--- src/rtl/nibble_adder_pkg.sv ---
// rtl/nibble_adder_pkg.sv - shared types and constants for the nibble-serial adder
package nibble_adder_pkg;

    typedef enum logic [1:0] {
        IDLE = 2'd0,
        RUN  = 2'd1,
        DONE = 2'd2
    } state_e;

    localparam int NIB_W = 4;

    // Never returns less than 1 so a counter always has at least one bit.
    function automatic int clog2(input int value);
        int r;
        int v;
        r = 0;
        v = value - 1;
        while (v > 0) begin
            r++;
            v = v >> 1;
        end
        return (r < 1) ? 1 : r;
    endfunction

endpackage

--- src/rtl/nibble_add_slice.sv ---
// rtl/nibble_add_slice.sv - combinational 4-bit adder slice, a+b+ci -> {co,s}
module nibble_add_slice
    import nibble_adder_pkg::*;
(
    input  logic [NIB_W-1:0] a_i,
    input  logic [NIB_W-1:0] b_i,
    input  logic             ci_i,
    output logic [NIB_W-1:0] s_o,
    output logic             co_o
);

    assign {co_o, s_o} = {1'b0, a_i} + {1'b0, b_i} + (NIB_W+1)'(ci_i);

endmodule

--- src/rtl/nibble_serial_adder_ctrl.sv ---
// rtl/nibble_serial_adder_ctrl.sv - multi-cycle WIDTH-bit adder over one 4-bit slice
// Optional subtract mode (port sub_i) enabled by defining NIBBLE_ADDER_SUB_EN.
module nibble_serial_adder_ctrl
    import nibble_adder_pkg::*;
#(
    parameter int WIDTH = 16
) (
    input  logic             clk_i,
    input  logic             rst_i,
    input  logic             start_i,
    input  logic [WIDTH-1:0] a_i,
    input  logic [WIDTH-1:0] b_i,
    input  logic             cin_i,
`ifdef NIBBLE_ADDER_SUB_EN
    input  logic             sub_i,
`endif
    output logic             busy_o,
    output logic             done_o,
    output logic [WIDTH-1:0] sum_o,
    output logic             cout_o
);

    localparam int NIBBLES = WIDTH / NIB_W;
    localparam int CNT_W   = clog2(NIBBLES);
    localparam logic [CNT_W-1:0] LAST_CNT = CNT_W'(NIBBLES - 1);

    state_e             state_q;
    logic [CNT_W-1:0]   cnt_q;
    logic [WIDTH-1:0]   a_sh_q;
    logic [WIDTH-1:0]   b_sh_q;
    logic               carry_q;
    logic [WIDTH-1:0]   acc_q;
    logic [WIDTH-1:0]   acc_d;
    logic [WIDTH-1:0]   sum_q;
    logic               cout_q;
    logic               busy_q;
    logic               done_q;

    logic [WIDTH-1:0]   b_cap;
    logic               cin_cap;
    logic [NIB_W-1:0]   slice_s;
    logic               slice_co;

`ifdef NIBBLE_ADDER_SUB_EN
    // Subtract as a + ~b + 1; the caller's carry-in is ignored in this mode.
    assign b_cap   = sub_i ? ~b_i : b_i;
    assign cin_cap = sub_i ? 1'b1 : cin_i;
`else
    assign b_cap   = b_i;
    assign cin_cap = cin_i;
`endif

    nibble_add_slice u_slice (
        .a_i  (a_sh_q[NIB_W-1:0]),
        .b_i  (b_sh_q[NIB_W-1:0]),
        .ci_i (carry_q),
        .s_o  (slice_s),
        .co_o (slice_co)
    );

    // Partial results collect here and only reach sum_o on the final nibble.
    always_comb begin
        acc_d = acc_q;
        for (int i = 0; i < NIBBLES; i++) begin
            if (cnt_q == CNT_W'(i)) begin
                acc_d[i*NIB_W +: NIB_W] = slice_s;
            end
        end
    end

    always_ff @(posedge clk_i) begin
        if (rst_i) begin
            state_q <= IDLE;
            cnt_q   <= '0;
            a_sh_q  <= '0;
            b_sh_q  <= '0;
            carry_q <= 1'b0;
            acc_q   <= '0;
            sum_q   <= '0;
            cout_q  <= 1'b0;
            busy_q  <= 1'b0;
            done_q  <= 1'b0;
        end else begin
            case (state_q)
                IDLE: begin
                    done_q <= 1'b0;
                    if (start_i) begin
                        a_sh_q  <= a_i;
                        b_sh_q  <= b_cap;
                        carry_q <= cin_cap;
                        cnt_q   <= '0;
                        acc_q   <= '0;
                        busy_q  <= 1'b1;
                        state_q <= RUN;
                    end
                end
                RUN: begin
                    a_sh_q  <= a_sh_q >> NIB_W;
                    b_sh_q  <= b_sh_q >> NIB_W;
                    carry_q <= slice_co;
                    cnt_q   <= cnt_q + CNT_W'(1);
                    acc_q   <= acc_d;
                    if (cnt_q == LAST_CNT) begin
                        sum_q   <= acc_d;
                        cout_q  <= slice_co;
                        busy_q  <= 1'b0;
                        done_q  <= 1'b1;
                        state_q <= DONE;
                    end
                end
                DONE: begin
                    done_q  <= 1'b0;
                    state_q <= IDLE;
                end
                default: begin
                    busy_q  <= 1'b0;
                    done_q  <= 1'b0;
                    state_q <= IDLE;
                end
            endcase
        end
    end

    assign busy_o = busy_q;
    assign done_o = done_q;
    assign sum_o  = sum_q;
    assign cout_o = cout_q;

endmodule
--- config.mk ---
export PLATFORM = sky130hd
export DESIGN_NAME = nibble_serial_adder_ctrl
export DESIGN_NICKNAME = d
export VERILOG_FILES = /design/src/rtl/nibble_adder_pkg.sv /design/src/rtl/nibble_add_slice.sv /design/src/rtl/nibble_serial_adder_ctrl.sv
export SDC_FILE = /design/constraint.sdc
export NUM_CORES = 1
export LEC_CHECK = 0
export ABC_AREA = 1
export CAP_MARGIN = 20
export CELL_PAD_IN_SITES_DETAIL_PLACEMENT = 1
export CELL_PAD_IN_SITES_GLOBAL_PLACEMENT = 1
export CORE_MARGIN = 2
export CORE_UTILIZATION = 34
export DETAILED_ROUTE_END_ITERATION = 8
export PLACE_DENSITY_LB_ADDON = 0.1
export SYNTH_ARGS = -nofsm -noshare
export SYNTH_HDL_FRONTEND = slang
export SYNTH_SLANG_ARGS = --single-unit
export TNS_END_PERCENT = 10
--- constraint.sdc ---
create_clock -name clk_i -period 1.7 [get_ports clk_i]
set_input_delay 0.425 -clock clk_i [delete_from_list [all_inputs] [get_ports clk_i]]
set_output_delay 0.425 -clock clk_i [all_outputs]
set_load 0.05 [all_outputs]
Word level (Yosys, flattened, before mapping) --
Index checks and enable logic that the tools add are counted.
Storage, ports and cells: output and inout bits 19, word-level logic and storage cells 50, flip-flop bits (word level) 72, bits of input ports 36
Operators by class: bitwise logic cells 2, equal/unequal tests 7, add/subtract/negate cells 3, mux-type cells 20, reduce and logical (&&, ||, !) cells 8
Operators by type and width (number):
- 16-bit one-hot mux with 2 select lines | 3
- 16-bit two-way mux | 3
- 4-bit two-way mux | 4
- 2-bit one-hot mux with 2 select lines | 2
- 2-bit equality test, second input constant | 3
- 2-bit two-way mux | 3
- 2-bit AND reduction | 3
- 4-bit by 4-bit adder with 5-bit output | 1
- 5-bit by 1-bit adder with 5-bit output | 1
- 2-bit by 1-bit equality test with 1-bit output, second input constant | 2
- 2-bit zero test | 2
- 2-bit inequality test, second input constant | 2
- 1-bit two-way mux | 3
- 1-bit one-hot mux with 3 select lines | 1
- 3-bit AND reduction | 1
- 2-bit by 1-bit adder with 2-bit output, second input constant | 1
- 1-bit inverter | 2
- 1-bit one-hot mux with 2 select lines | 1
- 2-bit nonzero test | 1
- 2-bit OR reduction | 1

Depth between registers and ports, before layout --
Gate-level depths: netlist of the first run.
depth after elaboration 4, gate-level depth with buffers 8, gate-level depth less buffers 8

By module --
From an unflattened synthesis of the first run, not the netlist that was laid out.
Second synthesis, totals: cell total of the unflattened synthesis 449, area total of the unflattened synthesis 3078.0 um^2
Modules (own cells, without submodules):
- nibble_serial_adder_ctrl | area an instance 2912.8 um^2, seq. area each 1361.3 um^2, instances 1, cells an instance 424
- nibble_add_slice | area an instance 165.2 um^2, seq. area each 0.0 um^2, instances 1, cells an instance 25

Worst setup path before layout of the first run --
OpenSTA, ideal clock, no wires.
path type reg2reg, start register a_sh_q[0], end register acc_q[1], path buffers 0, path slack -77 ps, arrival 1708 ps, library setup time 70 ps, cell stages (with the launch flop) 7, data required time 1630 ps, period minus slack after synthesis 1777 ps, path through dfxtp_1 fa_1 fa_1 inv_1 o21ai_0 nand2_1 a21oi_1
On the way: cells in the longest elaborated chain, start to end 4
Ends and longest elaborated chain:
- start: declaration | line nibble_serial_adder_ctrl.sv:29 | logic [WIDTH-1:0] a_sh_q;
- start signal: assignment | line nibble_serial_adder_ctrl.sv:88 | a_sh_q <= a_i;
- start signal: assignment | line nibble_serial_adder_ctrl.sv:98 | a_sh_q <= a_sh_q >> NIB_W;
- 4-bit by 4-bit adder with 5-bit output | line nibble_add_slice.sv:12 | assign {co_o, s_o} = {1'b0, a_i} + {1'b0, b_i} + (NIB_W+1)'(ci_i);
- 5-bit by 1-bit adder with 5-bit output | line nibble_add_slice.sv:12
- 4-bit two-way mux | line nibble_serial_adder_ctrl.sv:65 | if (cnt_q == CNT_W'(i)) begin
- 16-bit one-hot mux with 2 select lines | line nibble_serial_adder_ctrl.sv:84 | case (state_q)
- end signal: assignment | line nibble_serial_adder_ctrl.sv:78 | acc_q <= '0;
- end signal: assignment | line nibble_serial_adder_ctrl.sv:92 | acc_q <= '0;
- end signal: assignment | line nibble_serial_adder_ctrl.sv:102 | acc_q <= acc_d;
- end: declaration | line nibble_serial_adder_ctrl.sv:32 | logic [WIDTH-1:0] acc_q;
No other way between the ends. A chain may end at the register's enable or synchronous reset.

Worst setup path in the final report of the first run --
start register carry_q, end register acc_q[1]
On the way: cells in the longest elaborated chain, start to end 3
Ends and longest elaborated chain:
- start: declaration | line nibble_serial_adder_ctrl.sv:31 | logic carry_q;
- start signal: assignment | line nibble_serial_adder_ctrl.sv:90 | carry_q <= cin_cap;
- start signal: assignment | line nibble_serial_adder_ctrl.sv:100 | carry_q <= slice_co;
- 5-bit by 1-bit adder with 5-bit output | line nibble_add_slice.sv:12
- 4-bit two-way mux | line nibble_serial_adder_ctrl.sv:65
- 16-bit one-hot mux with 2 select lines | line nibble_serial_adder_ctrl.sv:84
No other way between the ends.

==> flow_summary.toml, run 1 <==
[global_routing]
antenna_found_initial = 0
use_met1_pct = 24.3
grt_pass1_vias = 2837
grt-ovfl-total = 0
grtUsageMet2_pct = 29.6
grt-busiest-layer = "met2"
gr-usage-all-layers_pct = 18.4
grt_pass1_wl_um = 14200
grt_max_degree = 30
grt_util_met3_pct = 4.53

[die]
rows = 34
core_area_sq_um = 8590
die_w_um = 97.3
dieHeight_um = 97.3
die_area_sq_um = 9470
io_pins = 55
start_util_pct = 34.5

[timing]
fin_tns_setup_ns = -0.0717
rsz0062_at_grt = "yes"
fmax_mhz = 571
whs_ns = 0.466
min_period_ns = 1.75
fin_worst_skew_ns = 0.0124
slew_viol_final = 0
slew_headroom_pct = 76.3
hold_viol = 0
tightest_slew_ns = 0.354
finalCritPeriodShare_pct = 103
setup_ws_ns = -0.0514
setup_viol = 5

[setup_path]
max_stage_delay_ns = 0.58
crit_buf_inv = 1
critPathCaptureType = "flop"
arrival_ns = 2.04
crit_slowest_cell = "fa_2"
cp_cell_sequence = "fa_2, fa_2, inv_2, o21ai_2, nand2_1, a21oi_2"
crit_top_cell = "fa_2"
critical_path.top_delay_family = "adder cells"
critPathLaunchType = "flop"
critPathMaxFanout = 3
timing.reg2reg.worst_path_depth = 6
path_class = "reg2reg"
r2r_slack_ns = -0.05
cp_data_required_time_ns = 1.99
r2r-start = "carry_q"
r2r-end = "acc_q[1]"

[logic_synthesis]
synth.cell_area_sq_um = 2960
synth_edf_count = 0
yosys_warnings = 0
synth_nets = 426
synth_ff_type = "dfxtp_1"
synth-seq-cells = 68
synth_cell_types = 25
syn_inst = 381
async_reset_ff_share_pct = 0
postSynthAreaPerCell_sq_um = 7.77
ys_seq_area_share_pct = 46.0

[cells_and_area]
layout_commonest_cell = "dfxtp_1"
drive_gt1_share_pct = 19.0
final_core_util_pct = 47.9
mostFrequentLayoutCells = "dfxtp_1, nand3_1, nor2_1"
instances_no_fill = 566
fillers = 1028
final_area_sq_um = 4120
final_nets = 498
n_antenna_cell = 0
areaGrowthSynthToFinish_pct = 39.1

[power_and_ir_drop]
swShare_pct = 27.7
seq_power_share_pct = 42.4
netSwitchingPower_mw = 1.15
clock_power_share_pct = 38.9
power.density_nw_per_um2 = 1010
power_leakage_nw = 1.74
intPower_mw = 3.00
comb_power_share_pct = 18.6
peakVddDrop_v = 0.000607
finalPower_mw = 4.15

[place]
place_hpwl_um = 5790
placement.cell_area_sq_um = 3820
gp_congestion = 0.798
port_buffers = 54
pre_cts_ws_ns = -0.118
numPlacedInstances = 549

[route]
drc = 0
wirelength_um = 8230
wl_per_cell_um = 14.5
first_pass_iters = 4
via_per_inst = 4.96
drt_iter0_markers = 65
num_vias = 2806
ant_nets = 0

[clocking]
insertion_delay_ns = 0.35
root_buffer = "clkbuf_8"
hold_buffers = 0
cts_tree = "built"
htreeDepth = 3
numCtsBuffers = 9
cts.sinks = 68
path_clk_slew_ns = 0.07
clock_path_buffers = 2

[flow_run]
max_cap_viol_count = 0

[worst_hold_path]
min_path_cells = 2
hp-start = "sum_o[12]"
min_delay_worst_endpoint = "sum_o[12]"
hold_path_class = "reg2reg"

[run_status]
status = "finished, violations left"
violations = "negative setup slack"
layout make-up:
| class | count | area (sq um) | area share (%) |
|---|---|---|---|
| Clock inverter | 6 | 113 | 2.73 |
| Multi-Input combinational cell | 255 | 1400 | 33.9 |
| Tap cell | 108 | 135 | 3.28 |
| Clock buffer | 10 | 128 | 3.10 |
| Inverter | 39 | 146 | 3.55 |
| Sequential cell | 68 | 1360 | 33.1 |
| Timing Repair Buffer | 80 | 838 | 20.4 |
cells in the mapped netlist (all sizes together) (2+ instances only):
library cell	number	share of area, %
o21a	3	0.76
buf	18	3.5
inv	39	4.9
nand3	65	11
fa	2	1.4
dfxtp	68	46
ha	7	3.0
o21ai	41	6.9
o22ai	4	0.84
nor2	54	7.9
o31ai	22	5.6
nand2	43	5.5
a21oi	10	1.7
worst max-delay path by stage:
stage / slack (ns) / cells after the start / startpoint / endpoint
6_report: -0.05 / 6 / carry_q / acc_q[1]
5_1_grt: -0.15 / 6 / carry_q / acc_q[1]
4_1_cts: -0.06 / 6 / carry_q / acc_q[1]
3_5_place_dp: -0.12 / 8 / start_i / cnt_q[1]
3_3_place_gp: -0.07 / 6 / start_i / b_sh_q[0]
2_1_floorplan: 0.04 / 6 / a_sh_q[0] / acc_q[1]
power by group through the flow:
stage | Sequential [mW] | Combinational, mW | Clock [mW]
2_1_floorplan | 1.80 | 0.424 | 0
5_1_grt | 1.78 | 0.869 | 1.74
3_5_place_dp | 1.80 | 0.735 | 0
4_1_cts | 1.76 | 0.767 | 1.67
6_report | 1.76 | 0.774 | 1.62
3_3_place_gp | 1.80 | 0.725 | 0
routing by layer:
metal	vias up	wire length (um)	part of all wire [%]
met5	-	0	0
met4	0	102	1.2
met3	8	320	3.9
met2	55	3800	46
met1	1317	4000	49
li1	1426	-	-
flip-flops by register name, summed over array words and instances, names as in the netlist, 2 cells and up:
signal	flops
a_sh_q	16
b_sh_q	16
sum_o	16
acc_q	12
cnt_q	2
state_q	2
timing repair:
item / CTS / global route
setup buffers: 1 / 0
gates resized for setup: 19 / 10
pin swaps: 7 / 2
setup endpoints to repair: 14 / 15
gates cloned: 0 / 0
kinds of logic after synthesis:
logic type / synth area share, %
simple gates: 24.6
compound gates: 16.5
flops: 46.0
buf+inv: 8.58
fa+ha+maj: 4.31
tightest hold or removal path, delay by kind of cell (launching register included):
family / cells / cell delay (ns)
simple gates: 1 / 0.06
compound gates: 1 / 0.05
flops: 1 / 0.31
Note: power is estimated with default switching activity, not from simulation.
==> inputs of run 2 (changes only) <==
Settings changed: CTS_CLUSTER_DIAMETER from default to 80.
==> results of run 2 <==
No change in the layout: final DEF, timing and power equal those of run 1.
==> inputs of run 3 (changes only) <==
Settings changed: CORE_UTILIZATION 34 to 41, DONT_BUFFER_PORTS from default to 1, SLEW_MARGIN from default to 25.
==> run 3 against run 2 <==
Against the previous run:
- the flow still finishes with violations (negative setup slack)
- flip-flop and latch count did not move
- total power fell by 9.8%
- count of clock-buffer cells in the layout rose by 3
- first-iteration DRC count rose by 66%
- largest power group unchanged
- critical path type unchanged
- sequential power barely moved
- utilization rose by 1.0 points
- worst hold slack got worse by 0.33 ns
==> flow_summary.toml, run 3 (synthesis gave the netlist of run 1 again) <==
[run_status]
status = "finished, violations left"
violations = "negative setup slack"

[route]
drc = 0
first_pass_iters = 4
num_vias = 2627
drt_iter0_markers = 108
wl_per_cell_um = 16.4
wirelength_um = 8100
ant_nets = 0
via_per_inst = 5.33

[setup_path]
crit_slowest_cell = "fa_2"
critPathCaptureType = "flop"
cp_cell_sequence = "fa_2, fa_2, inv_2, o21ai_4, nand2_2, a21oi_2"
critPathMaxFanout = 3
max_stage_delay_ns = 0.57
path_class = "reg2reg"
crit_buf_inv = 1
cp_data_required_time_ns = 1.99
arrival_ns = 2.05
critPathLaunchType = "flop"
crit_top_cell = "fa_2"
critical_path.top_delay_family = "adder cells"

[die]
rows = 30
core_area_sq_um = 6910
start_util_pct = 42.9
die_area_sq_um = 7920
die_w_um = 89.0
io_pins = 55
dieHeight_um = 89.0

[cells_and_area]
fillers = 870
multi_input_area_sq_um = 1400
areaGrowthSynthToFinish_pct = 14.1
final_nets = 438
mostFrequentLayoutCells = "dfxtp_1, nand3_1, nor2_1"
n_antenna_cell = 0
layout_commonest_cell = "dfxtp_1"
drive_gt1_share_pct = 14.9
final_area_sq_um = 3380
seq_area_sq_um = 1360

[place]
place_hpwl_um = 5680
gp_congestion = 0.756
port_buffers = 0
pre_cts_ws_ns = -0.165
placement.cell_area_sq_um = 3130

[clocking]
path_clk_slew_ns = 0.07
cts.sinks = 68
insertion_delay_ns = 0.35
cts_tree = "built"
root_buffer = "clkbuf_8"
numCtsBuffers = 9
clock_path_buffers = 2
htreeDepth = 3

[global_routing]
grt_pass1_vias = 2655
grt_max_degree = 32
gr-usage-all-layers_pct = 22.1
grt_pass1_wl_um = 13300
antenna_found_initial = 0
grt-ovfl-total = 0

[timing]
fin_worst_skew_ns = 0.00369
fmax_mhz = 567
setup_ws_ns = -0.0646
tightest_slew_ns = 0.575
slew_headroom_pct = 61.6
hold_viol = 0
min_period_ns = 1.76
slew_viol_final = 0
finalCritPeriodShare_pct = 104
setup_viol = 3
rsz0062_at_grt = "yes"
whs_ns = 0.131

[power_and_ir_drop]
comb_power_share_pct = 17.4
seq_power_share_pct = 47.5
intPower_mw = 2.64
peakVddDrop_v = 0.000363
swShare_pct = 29.7
clock_power_share_pct = 35.1
power.density_nw_per_um2 = 1110
netSwitchingPower_mw = 1.11
power_leakage_nw = 1.41

[flow_run]
max_cap_viol_count = 0

[worst_hold_path]
hold_path_class = "in2reg"
## run 3: cell types whose count changed in the layout (fill, tap and decap cells not counted), sizes merged
cell	change
buf	-25
bufinv	-2
clkbuf	+3
clkinv	-2
clkdlybuf4s50	-35
## run 3: cell type report
type	count	area share, %
repair buffers	20	4.81
inverters	39	4.33
multi-input cells	255	41.5
clock buffers	13	4.41
well taps	96	3.55
flip-flops and latches	68	40.3
clock inverters	2	1.04
## run 3: routing by layer
metal	track usage, %	part of all wire, %
met1	29.5	47
met2	34.7	47
met3	6.83	4.5
met4	6.51	1.4
met5	0	0
## run 3: final timing paths
| kind | start | end | slack [ns] | depth (start not counted) |
|---|---|---|---|---|
| setup / recovery | carry_q | acc_q[1] | -0.06 | 6 |
| hold / removal | rst_i | acc_q[1] | 0.13 | 1 |
| setup reg to reg | carry_q | acc_q[1] | -0.06 | 6 |
| hold reg to reg | b_sh_q[15] | b_sh_q[15] | 0.47 | 2 |
## run 3: power by group through the flow
stage	sequential (mW)	combinational [mW]	clock [mW]
2_1_floorplan	1.80	0.424	0
3_3_place_gp	1.81	0.584	0
3_5_place_dp	1.81	0.595	0
4_1_cts	1.78	0.633	1.34
5_1_grt	1.79	0.738	1.41
6_report	1.78	0.653	1.32
## run 3: through the flow
step | power, mW | TNS [ns] | util [%] | cells
finish | 3.75 | -0.0904 | 48.9 | 493
floorplan | 2.22 | 0 | - | 381
detailed placement | 2.41 | -0.947 | 45.3 | 477
CTS | 3.75 | -0.407 | 48.6 | 493
global route | 3.93 | -0.710 | 48.9 | 493
global placement | 2.39 | -0.137 | 45.3 | 477
## run 3: timing repair
item	in CTS	in global routing
resized for setup	21	7
setup endpoints to repair	14	21
pin swaps	8	2
buffers inserted	1	0
hold buffers	0	0
